`src/rtl/axi_pkg.sv`:
```
// Shared response codes, FSM state types and byte-merge helper for the
// AXI burst memory responder.
package axi_pkg;

   localparam logic [1:0] RESP_OKAY   = 2'b00;
   localparam logic [1:0] RESP_SLVERR = 2'b10;

   typedef enum logic {W_IDLE = 1'b0, W_RESP = 1'b1} wstate_t;
   typedef enum logic {R_IDLE = 1'b0, R_DATA = 1'b1} rstate_t;

   function automatic logic [1:0] resp_of(input logic in_range);
      return in_range ? RESP_OKAY : RESP_SLVERR;
   endfunction

   // Strobed bytes come from the new word, the rest are kept.
   function automatic logic [31:0] merge_bytes(input logic [31:0] old_w,
                                               input logic [31:0] new_w,
                                               input logic [3:0]  strb);
      logic [31:0] res;
      res = old_w;
      for (int b = 0; b < 4; b++) begin
         if (strb[b]) begin
            res[8*b +: 8] = new_w[8*b +: 8];
         end else begin
            res[8*b +: 8] = old_w[8*b +: 8];
         end
      end
      return res;
   endfunction

endpackage

```
`src/rtl/axi_wstrb_mem.sv`:
```
// Word-indexed, byte-enabled memory: synchronous clear, one strobed write
// port and one combinational read port.
module axi_wstrb_mem
   import axi_pkg::*;
#(
   parameter int DEPTH = 16,
   parameter int IW    = 4
) (
   input  logic          i_clk,
   input  logic          i_clr,
   input  logic          i_we,
   input  logic [IW-1:0] i_waddr,
   input  logic [31:0]   i_wdata,
   input  logic [3:0]    i_wstrb,
   input  logic [IW-1:0] i_raddr,
   output logic [31:0]   o_rdata
);

   logic [31:0] r_mem [DEPTH];

   // Storage: clear wins over a write on the same edge.
   always_ff @(posedge i_clk) begin
      if (i_clr) begin
         for (int i = 0; i < DEPTH; i++) begin
            r_mem[i] <= 32'd0;
         end
      end else if (i_we) begin
         r_mem[i_waddr] <= merge_bytes(r_mem[i_waddr], i_wdata, i_wstrb);
      end
   end

   assign o_rdata = r_mem[i_raddr];

endmodule

```
`src/rtl/axi_burst_mem_responder.sv`:
```
// AXI responder: single-beat strobed writes with B response, incrementing
// read bursts of M_BLEN+1 beats with RLAST; independent write and read FSMs.
module axi_burst_mem_responder
   import axi_pkg::*;
#(
   parameter int DEPTH = 16,
   parameter int AW    = 32
) (
   input  logic          S_ACLK,
   input  logic          S_ARESET,
   input  logic          M_AWVALID,
   input  logic [AW-1:0] M_AWADDR,
   output logic          S_AWREADY,
   input  logic          M_WVALID,
   input  logic [31:0]   M_WDATA,
   input  logic [3:0]    M_WSTRB,
   output logic          S_WREADY,
   output logic          S_BVALID,
   output logic [1:0]    S_BRESP,
   input  logic          M_BREADY,
   input  logic          M_ARVALID,
   input  logic [AW-1:0] M_ARADDR,
   input  logic [3:0]    M_BLEN,
   output logic          S_ARREADY,
   output logic          S_RVALID,
   output logic [31:0]   S_RDATA,
   output logic [1:0]    S_RRESP,
   output logic          S_RLAST,
   input  logic          M_RREADY
);

   localparam int          IW      = (DEPTH > 1) ? $clog2(DEPTH) : 1;
   localparam logic [AW:0] DEPTH_X = (AW+1)'(DEPTH);
   localparam logic [AW-1:0] DEPTH_A = AW'(DEPTH);

   // Write path state
   wstate_t       r_wstate, w_wstate_nxt;
   logic          r_aw_got, w_aw_got_nxt, r_w_got, w_w_got_nxt;
   logic [AW-1:0] r_awaddr;
   logic [31:0]   r_wdata;
   logic [3:0]    r_wstrb;
   logic          r_awready, w_awready_nxt, r_wready, w_wready_nxt;
   logic          r_bvalid, w_bvalid_nxt;
   logic [1:0]    r_bresp, w_bresp_nxt;
   logic          w_aw_hs, w_w_hs, w_commit, w_w_inrange;
   logic [AW-1:0] w_waddr;
   logic [31:0]   w_wdata;
   logic [3:0]    w_wstrb;

   // Read path state
   rstate_t       r_rstate, w_rstate_nxt;
   logic [AW-1:0] r_raddr;
   logic [3:0]    r_rlen, r_beat, w_beat_nxt, w_beat_inc;
   logic          r_arready, w_arready_nxt, r_rvalid, w_rvalid_nxt;
   logic [31:0]   r_rdata, w_rdata_nxt, w_mem_rdata;
   logic [1:0]    r_rresp, w_rresp_nxt;
   logic          r_rlast, w_rlast_nxt;
   logic          w_ar_hs, w_rd_inrange;
   logic [AW:0]   w_rd_addr;

   assign w_aw_hs     = M_AWVALID & r_awready;
   assign w_w_hs      = M_WVALID & r_wready;
   assign w_waddr     = w_aw_hs ? M_AWADDR : r_awaddr;
   assign w_wdata     = w_w_hs ? M_WDATA : r_wdata;
   assign w_wstrb     = w_w_hs ? M_WSTRB : r_wstrb;
   assign w_w_inrange = (w_waddr < DEPTH_A);

   assign w_ar_hs      = M_ARVALID & r_arready;
   assign w_beat_inc   = r_beat + 4'd1;
   assign w_rd_inrange = (w_rd_addr < DEPTH_X);

   axi_wstrb_mem #(.DEPTH(DEPTH), .IW(IW)) u_mem (
      .i_clk   (S_ACLK),
      .i_clr   (S_ARESET),
      .i_we    (w_commit & w_w_inrange & ~S_ARESET),
      .i_waddr (w_waddr[IW-1:0]),
      .i_wdata (w_wdata),
      .i_wstrb (w_wstrb),
      .i_raddr (w_rd_addr[IW-1:0]),
      .o_rdata (w_mem_rdata)
   );

   // Write FSM next state: gather AW and W in any order, commit, then hold B.
   always_comb begin
      w_wstate_nxt  = r_wstate;
      w_aw_got_nxt  = r_aw_got;
      w_w_got_nxt   = r_w_got;
      w_awready_nxt = r_awready;
      w_wready_nxt  = r_wready;
      w_bvalid_nxt  = r_bvalid;
      w_bresp_nxt   = r_bresp;
      w_commit      = 1'b0;
      case (r_wstate)
         W_IDLE: begin
            w_aw_got_nxt = r_aw_got | w_aw_hs;
            w_w_got_nxt  = r_w_got | w_w_hs;
            if (w_aw_got_nxt && w_w_got_nxt) begin
               w_commit      = 1'b1;
               w_wstate_nxt  = W_RESP;
               w_awready_nxt = 1'b0;
               w_wready_nxt  = 1'b0;
               w_bvalid_nxt  = 1'b1;
               w_bresp_nxt   = resp_of(w_w_inrange);
            end else begin
               w_awready_nxt = ~w_aw_got_nxt;
               w_wready_nxt  = ~w_w_got_nxt;
            end
         end
         W_RESP: begin
            if (M_BREADY) begin
               w_wstate_nxt  = W_IDLE;
               w_aw_got_nxt  = 1'b0;
               w_w_got_nxt   = 1'b0;
               w_awready_nxt = 1'b1;
               w_wready_nxt  = 1'b1;
               w_bvalid_nxt  = 1'b0;
            end else begin
               w_wstate_nxt  = W_RESP;
            end
         end
         default: begin
            w_wstate_nxt  = W_IDLE;
            w_aw_got_nxt  = 1'b0;
            w_w_got_nxt   = 1'b0;
            w_awready_nxt = 1'b0;
            w_wready_nxt  = 1'b0;
            w_bvalid_nxt  = 1'b0;
         end
      endcase
   end

   // Write FSM registers and AW/W holding registers.
   always_ff @(posedge S_ACLK) begin
      if (S_ARESET) begin
         r_wstate  <= W_IDLE;
         r_aw_got  <= 1'b0;
         r_w_got   <= 1'b0;
         r_awaddr  <= '0;
         r_wdata   <= 32'd0;
         r_wstrb   <= 4'd0;
         r_awready <= 1'b0;
         r_wready  <= 1'b0;
         r_bvalid  <= 1'b0;
         r_bresp   <= 2'b00;
      end else begin
         r_wstate  <= w_wstate_nxt;
         r_aw_got  <= w_aw_got_nxt;
         r_w_got   <= w_w_got_nxt;
         r_awaddr  <= w_aw_hs ? M_AWADDR : r_awaddr;
         r_wdata   <= w_w_hs ? M_WDATA : r_wdata;
         r_wstrb   <= w_w_hs ? M_WSTRB : r_wstrb;
         r_awready <= w_awready_nxt;
         r_wready  <= w_wready_nxt;
         r_bvalid  <= w_bvalid_nxt;
         r_bresp   <= w_bresp_nxt;
      end
   end

   // Address of the beat being loaded: beat 0 on AR, otherwise the next beat.
   always_comb begin
      if (r_rstate == R_IDLE) begin
         w_rd_addr = {1'b0, M_ARADDR};
      end else begin
         w_rd_addr = {1'b0, r_raddr} + {{(AW-3){1'b0}}, w_beat_inc};
      end
   end

   // Read FSM next state and next beat contents.
   always_comb begin
      w_rstate_nxt  = r_rstate;
      w_beat_nxt    = r_beat;
      w_arready_nxt = r_arready;
      w_rvalid_nxt  = r_rvalid;
      w_rdata_nxt   = r_rdata;
      w_rresp_nxt   = r_rresp;
      w_rlast_nxt   = r_rlast;
      case (r_rstate)
         R_IDLE: begin
            if (w_ar_hs) begin
               w_rstate_nxt  = R_DATA;
               w_beat_nxt    = 4'd0;
               w_arready_nxt = 1'b0;
               w_rvalid_nxt  = 1'b1;
               w_rdata_nxt   = w_rd_inrange ? w_mem_rdata : 32'd0;
               w_rresp_nxt   = resp_of(w_rd_inrange);
               w_rlast_nxt   = (M_BLEN == 4'd0);
            end else begin
               w_arready_nxt = 1'b1;
            end
         end
         R_DATA: begin
            if (M_RREADY && r_rlast) begin
               w_rstate_nxt  = R_IDLE;
               w_arready_nxt = 1'b1;
               w_rvalid_nxt  = 1'b0;
               w_rlast_nxt   = 1'b0;
            end else if (M_RREADY) begin
               w_beat_nxt    = w_beat_inc;
               w_rdata_nxt   = w_rd_inrange ? w_mem_rdata : 32'd0;
               w_rresp_nxt   = resp_of(w_rd_inrange);
               w_rlast_nxt   = (w_beat_inc == r_rlen);
            end else begin
               w_rstate_nxt  = R_DATA;
            end
         end
         default: begin
            w_rstate_nxt  = R_IDLE;
            w_arready_nxt = 1'b0;
            w_rvalid_nxt  = 1'b0;
            w_rlast_nxt   = 1'b0;
         end
      endcase
   end

   // Read FSM registers and registered R channel outputs.
   always_ff @(posedge S_ACLK) begin
      if (S_ARESET) begin
         r_rstate  <= R_IDLE;
         r_raddr   <= '0;
         r_rlen    <= 4'd0;
         r_beat    <= 4'd0;
         r_arready <= 1'b0;
         r_rvalid  <= 1'b0;
         r_rdata   <= 32'd0;
         r_rresp   <= 2'b00;
         r_rlast   <= 1'b0;
      end else begin
         r_rstate  <= w_rstate_nxt;
         r_raddr   <= w_ar_hs ? M_ARADDR : r_raddr;
         r_rlen    <= w_ar_hs ? M_BLEN : r_rlen;
         r_beat    <= w_beat_nxt;
         r_arready <= w_arready_nxt;
         r_rvalid  <= w_rvalid_nxt;
         r_rdata   <= w_rdata_nxt;
         r_rresp   <= w_rresp_nxt;
         r_rlast   <= w_rlast_nxt;
      end
   end

   assign S_AWREADY = r_awready;
   assign S_WREADY  = r_wready;
   assign S_BVALID  = r_bvalid;
   assign S_BRESP   = r_bresp;
   assign S_ARREADY = r_arready;
   assign S_RVALID  = r_rvalid;
   assign S_RDATA   = r_rdata;
   assign S_RRESP   = r_rresp;
   assign S_RLAST   = r_rlast;

endmodule

```
`config.mk`:
```
export PLATFORM = sky130hd
export DESIGN_NAME = axi_burst_mem_responder
export DESIGN_NICKNAME = d
export VERILOG_FILES = /design/src/rtl/axi_pkg.sv /design/src/rtl/axi_wstrb_mem.sv /design/src/rtl/axi_burst_mem_responder.sv
export SDC_FILE = /design/constraint.sdc
export NUM_CORES = 1
export LEC_CHECK = 0
export ABC_AREA = 1
export CAP_MARGIN = 20
export CORE_UTILIZATION = 60
export DETAILED_ROUTE_END_ITERATION = 12
export PLACE_DENSITY_LB_ADDON = 0.2
export SLEW_MARGIN = 20
export SYNTH_ARGS = -nofsm -noshare
export SYNTH_HDL_FRONTEND = slang
export SYNTH_SLANG_ARGS = --single-unit
```
`constraint.sdc`:
```
create_clock -name S_ACLK -period 4.8 [get_ports S_ACLK]
set_clock_uncertainty 0.05 [all_clocks]
set_input_delay 0.96 -clock S_ACLK [delete_from_list [all_inputs] [get_ports S_ACLK]]
set_output_delay 0.96 -clock S_ACLK [all_outputs]
set_load 0.02 [all_outputs]
```
* Word-level counts from Yosys, hierarchy flattened *
Memories as Yosys holds them, arrays and structs flattened.
Cells that the tools add are included.

cells by class
  add/subtract/negate cells = 2
  $lt $le $gt $ge = 2
  equality and inequality tests = 12
  mux-type cells = 66
  bitwise logic cells = 12
  reduce and logical (&&, ||, !) cells = 13

operators with widths
  cell                 count
  $mux 32              7
  $mux 8               12
  $pmux 32 s2          1
  $add 32x4->33        1
  $lt 33x5->1 const B  1
  $mux 33              1
  $lt 32x5->1 const B  1
  $reduce_or 32->1     1
  $mux 4               6
  $mux 1               22
  $pmux 1 s2           10
  $reduce_and 2->1     8
  $ne 3x3->1 const B   4
  $mux 2               5
  $ne 2x2->1 const B   5
  $pmux 4 s2           1
  $and 1x1->1          5
  $not 1->1            5
  $add 4x1->4 const B  1
  $eq 4x4->1           1
  $logic_not 4->1      1
  $pmux 2 s2           1
  $ne 3x2->1 const B   1
  $reduce_and 3->1     1
  other kinds (3)      5

storage, ports and cells
  register bits after elaboration = 154
  bits in writable memories = 512
  word-level logic and storage cells = 127
  memories = 1

memory list
  name         words  width  rd ports  clocked after Yosys merged registers in  wr ports  line                 RTL
  u_mem.r_mem  16     32     1         0                                        16        axi_wstrb_mem.sv:19  logic [31:0] r_mem [DEPTH];

* Longest topological paths before layout *
Gate-level depths: netlist (run 1).

  depth in word-level cells = 13
  gate-level depth with buffers = 22
  mapped depth without buffers = 21

* Hierarchy *
From an unflattened synthesis (run 1), not the netlist that was laid out.

unflattened totals
  cell total of the unflattened synthesis = 3843
  area, all modules = 32700.1 um^2

modules (own cells, without submodules)
  module                   times used  cells each  area an instance (um^2)  sequential area each (um^2)
  axi_wstrb_mem            1           2814        25256.7                  15374.7
  axi_burst_mem_responder  1           1029        7443.4                   3042.9

* Worst setup path before layout (run 1) *
No wires, ideal clock.

  path kind = input to register
  start point = in M_AWVALID
  end point = mem u_mem.r_mem[13][0] (enable)
  library setup time = 0.329 ns
  arrival time = 2.853 ns
  required time = 4.421 ns
  setup slack = 1.569 ns
  stages = 10
  buffers on the path = 3
  cells stage by stage = nand2_2 -> buf_2 -> mux2i_1 -> nand3b_1 -> nor4_2 -> and3_1 -> buf_2 -> buf_6 -> nand2_4 -> nand2_1

RTL lines
  element             line                           RTL
  start: declaration  axi_burst_mem_responder.sv:11  input logic M_AWVALID,
  end: declaration    axi_wstrb_mem.sv:19

==> results of run 1 <==
cell families after synthesis:
kind of cell	count (synthesis)	share of synthesized area [%]
flops	664	61.6
other cells	1	0.0125
simple gates	2065	28.9
xor+xnor	7	0.205
compound gates	218	3.82
fa+ha+maj	6	0.276
buf+inv	272	3.63
mux	46	1.54
flip-flops by register name, summed over array words and instances (netlist names), 4 cells and up:
signal	count
r_wdata	32
S_RDATA	32
r_raddr	32
r_beat	4
u_mem.r_mem	512
r_wstrb	4
r_awaddr	32
r_rlen	4
layout make-up:
class / count / area [µm²]
Clock buffer: 107 / 2030
Clock inverter: 23 / 209
Fill cell: 3706 / 14400
Inverter: 73 / 283
Multi-Input combinational cell: 2344 / 10400
Sequential cell: 664 / 18400
Tap cell: 664 / 831
Timing Repair Buffer: 262 / 2410
critical path, cell delays in order:
cell and delay (ns):
clkdlybuf4s50_1 0.42, nand2_2 0.44, inv_2 0.26, o21ai_0 0.29
nand4_1 0.16, nor4_2 0.50, and3_1 0.24, buf_4 0.33
nand2_1 0.29, nand2_1 0.34
cells in the mapped netlist (all sizes together):
cell type	n	area share (%)
dfxtp	152	10
nand3	459	7.7
a21oi	113	1.9
ha	5	0.21
inv	72	0.90
buf	36	0.66
or2	20	0.42
and3	4	0.084
and2	1	0.021
a31oi	31	0.65
nor3	3	0.050
o21bai	1	0.025
xnor2	3	0.088
mux2i	46	1.5
fa	1	0.067
clkinv	1	0.013
nand2	873	11
nor3b	1	0.025
o21ai	71	1.2
a211oi	1	0.025
nand4	13	0.27
xor2	4	0.12
nand3b	4	0.10
conb	1	0.013
clkbuf	163	2.0
a32oi	1	0.029
edfxtp	512	51
nor4	8	0.21
nor2	679	8.5
cells in the final DEF, fill, tap and decap left out, drive strengths merged, types with 71 or more instances in the layout:
cell,instances
buf,113
inv,76
nor2,679
edfxtp,512
clkbuf,107
clkdlybuf4s50,149
nand3,459
dfxtp,152
nand2,873
o21ai,71
a21oi,113
worst max path at each step:
| stage | from | end | cells after the start | slack (ns) |
|---|---|---|---|---|
| final | M_AWVALID | u_mem.r_mem[11][17] | 10 | 0.79 |
| after global routing | M_AWVALID | u_mem.r_mem[14][11] | 11 | 0.45 |
| after CTS | M_AWVALID | u_mem.r_mem[11][19] | 10 | 0.83 |
| after detailed placement | M_AWVALID | u_mem.r_mem[4][8] | 10 | 0.22 |
| after global placement | M_AWVALID | u_mem.r_mem[4][12] | 10 | 0.32 |
| after floorplan | M_AWVALID | u_mem.r_mem[13][0] | 10 | 1.57 |
power groups by stage:
stage | combinational [µW] | sequential, µW | clock [µW]
3_3_place_gp | 1790 | 6600 | 0
3_5_place_dp | 1830 | 6610 | 0
5_1_grt | 2030 | 6510 | 5510
4_1_cts | 1840 | 6490 | 5290
6_report | 1880 | 6490 | 5250
2_1_floorplan | 1130 | 6580 | 0
through the flow:
stage	instances	hold WS, ns
floorplan	3280	0.389
global placement	4007	0.404
detailed placement	4007	0.406
CTS	4137	0.417
global route	4137	0.439
finish	4137	0.415
per-layer routing:
| layer | vias up | share of wire [%] |
|---|---|---|
| met1 | 11400 | 38 |
| met4 | 0 | 4.5 |
| met3 | 217 | 10 |
| met5 | - | 0 |
| met2 | 1391 | 48 |
| li1 | 11300 | - |
==> results.txt, run 1 <==
outcome = finished, final reports clean
final hold violation count = 0
Most Used Layer, Global Route = met2
Worst-path clk slew = 0.06 ns
PwrDens = 393 nW/µm²
Startpoint Class = primary input
Crit. End Element = flop
All-Layer GR Usage = 33.1%
GR Util met2 = 54.6%
largest net degree at the start of global routing = 94
share of the yosys chip area belonging to registers = 61.6%
flop2flop setup slack = 0.84 ns
Reg power frac = 47.7%
drt wl/cell = 20.0 µm
Peak VDD IR = 0.000381 V
vias per std cell = 5.87
R2R Path Start = r_beat[0]
Congestion Overflow GR = 0
total power draw = 13600 µW
CTS Sinks = 664
Die Ht = 225 µm
Crit Path Class = primary input to flop
clock share of power = 38.6%
cts hold-fix bufs = 0
M1 GR Usage = 43.1%
Initial Util = 60.9%
Nets = 3532
unrepaired setup endpoints after global routing = no
switching share of power = 27.0%
layout cells sized above 1 = 8.06%
H-tree depth = 3
vias = 24300
pin slew with the least headroom to its limit = 1.10 ns
Core Region = 49100 µm²
Yosys cell types = 40
worst hold start = S_RDATA[1]
switching power total = 3670 µW
worst setup margin = 0.786 ns
clock root cell = clkbuf_16
placed cell areas = 32400 µm²
post-CTS sizing = 0
Hold Path Sink = S_RDATA[1]
Synth warnings = 0
first-pass GRT wire length = 127000 µm
Syn Inst Count = 3279
relative slew slack = 26.8%
CTS tree = yes
worst r2r path cells = 17
Ports = 153
min cycle time layout = 4.01 ns
internal power = 9950 µW
number of max-cap violations = 0
Final period util = 83.6%
IO buf count = 150
Core Util, Final = 70.6%
Max Fclk = 249 MHz
total negative slack = 0 ns
Comb pwr share = 13.8%
syn_area_per_cell = 9.11 µm²
drt total wl = 82900 µm
die span in x = 225 µm
cts bufs inserted = 70
Yosys reg bits = 664
Max clock buf depth = 3
final setup fails = 0
RR Endpoint = S_RDATA[8]
# Post-CTS Setup Buffers = 0
drt initial violations = 2813
n_diodes = 0
Crit path arrival time = 4.25 ns
Data required, critical path = 5.04 ns
Max Slew Vio Count = 0
synthesized area = 29900 µm²
Placer Congestion = 0.911
vias in the first global route = 23200
TritonRoute pass-1 iters = 6
die area = 50700 µm²
Hold Path Stages = 2
M3 GR Usage = 6.00%
fin area = 34600 µm²
Leak = 0.0132 µW
post-route DRC violation count = 0
initial antenna violation count = 0
CP max FO = 28
Min-Delay Path Class = flop to flop
area grow syn2layout = 15.9%
worst-skew pair later-pin latency = 0.63 ns
antenna-violating nets left = 0
Setup Slack @ Placement = 0.225 ns
post-DP HPWL = 54400 µm
row cnt = 81
Note: power is estimated with default switching activity, not from simulation.
==> run 2, diff against run 1 <==
==> constraint.sdc (replaced) <==
create_clock -name S_ACLK -period 4.1 [get_ports S_ACLK]
set_clock_uncertainty 0.05 [all_clocks]
set_input_delay 0.82 -clock S_ACLK [delete_from_list [all_inputs] [get_ports S_ACLK]]
set_output_delay 0.82 -clock S_ACLK [all_outputs]
set_load 0.02 [all_outputs]
==> run 2 against run 1 <==
Combinational power grew 19%. Die area unchanged. Register-to-register slack got worse by 0.37 ns. Hold slack lost 0.0028 ns. Sequential cell count unchanged. Sequential power increased by 17%. Global-route usage up 0.36 points. Wire length grew 1.0%. Largest cell class unchanged.
==> results.txt, run 2 (synthesized netlist as in run 1, its figures left out) <==
outcome = finished, final reports clean
footprint of the multi-input gates = 10400 µm²
Crit. End Element = flop
vias = 24400
Nets = 3554
CP max FO = 21
Fill cells = 3615
post-DP HPWL = 54700 µm
Largest register FFs = 512
H-tree depth = 3
final hold violation count = 0
number of max-cap violations = 0
register area = 18400 µm²
Crit path arrival time = 3.88 ns
antenna-violating nets left = 0
Top reg by flops = u_mem.r_mem
Peak VDD IR = 0.000469 V
TritonRoute pass-1 iters = 7
drt total wl = 83800 µm
Initial Util = 60.9%
All-Layer GR Usage = 33.4%
Placer Congestion = 0.934
Max clock buf depth = 3
area grow syn2layout = 17.0%
unrepaired setup endpoints after global routing = no
clock root cell = clkbuf_16
min cycle time layout = 3.66 ns
relative slew slack = 26.7%
Max Slew Vio Count = 0
cts bufs inserted = 69
layout cells sized above 1 = 8.76%
CTS Sinks = 664
Final period util = 89.3%
first-pass GRT wire length = 128000 µm
pin slew with the least headroom to its limit = 1.10 ns
Crit Path Class = primary input to flop
Startpoint Class = primary input
Leak = 0.0133 µW
row cnt = 81
total power draw = 16200 µW
Core Region = 49100 µm²
Data required, critical path = 4.32 ns
Congestion Overflow GR = 0
drt initial violations = 3185
# Post-CTS Setup Buffers = 0
initial antenna violation count = 1
IO buf count = 150
CTS tree = yes
die span in x = 225 µm
cts hold-fix bufs = 0
commonest non-fill, non-tap cell in the layout = nand2_1
worst-skew pair later-pin latency = 0.61 ns
die area = 50700 µm²
Worst-path clk slew = 0.06 ns
PwrDens = 464 nW/µm²
post-CTS sizing = 0
Ports = 153
Min-Delay Path Class = flop to flop
final setup fails = 0
largest net degree at the start of global routing = 129
Max Fclk = 273 MHz
Die Ht = 225 µm
most frequent cells in the layout = nand2_1, nor2_1, edfxtp_1
Core Util, Final = 71.3%
drt wl/cell = 20.1 µm
vias per std cell = 5.86
post-route DRC violation count = 0
vias in the first global route = 23200
==> run 2: worst max-delay path: stages <==
cell             delay (ns)
clkdlybuf4s50_1        0.42
nand2_2                0.32
buf_4                  0.29
mux2i_1                0.27
nand3b_1               0.13
nor4_2                 0.57
and3_1                 0.30
buf_12                 0.22
nand2_1                0.21
nand2_1                0.30
==> run 2: report_power, final <==
group	leakage (µW)	total, µW	switching (µW)	internal, µW
Combinational	0.00569	2230	1570	658
Sequential	0.00653	7590	109	7480
Clock	0.00113	6400	2640	3760
Total	0.0133	16200	4320	11900
==> run 2: worst paths after layout <==
kind              startpoint           endpoint  slack, ns  depth (start not counted)
setup / recovery   M_AWVALID  u_mem.r_mem[7][4]       0.44                         10
hold / removal    S_RDATA[7]         S_RDATA[7]       0.41                          2
setup reg to reg   r_beat[0]        S_RDATA[21]       0.47                         18
hold reg to reg   S_RDATA[7]         S_RDATA[7]       0.41                          2
==> run 2: cell type report <==
class / instances / share of cell area, %
Inverter: 73 / 0.809
Tap cell: 664 / 2.38
Clock buffer: 92 / 5.51
Antenna cell: 1 / 0.00716
Multi-Input combinational cell: 2344 / 29.9
Clock inverter: 35 / 1.10
Sequential cell: 664 / 52.7
Timing Repair Buffer: 285 / 7.65
==> run 2: metal layers <==
layer  part of all wire, %  track usage, %  up-vias
met4                   4.5            15.6        0
met5                     0               0        -
met2                    48            55.0     1367
met1                    38            43.5    11400
li1                      -               -    11300
met3                   9.8            5.54      234
==> run 2: through the flow <==
step	setup TNS, ns	instances	instance area [µm²]	hold WS [ns]	setup slack, ns
detailed placement	-1.70	4030	32600	0.406	-0.108
finish	0	4158	35000	0.412	0.438
floorplan	0	3280	29900	0.389	1.01
global placement	0	4030	32600	0.405	0.0446
global route	0	4158	35000	0.429	0.273
CTS	0	4157	35000	0.415	0.513
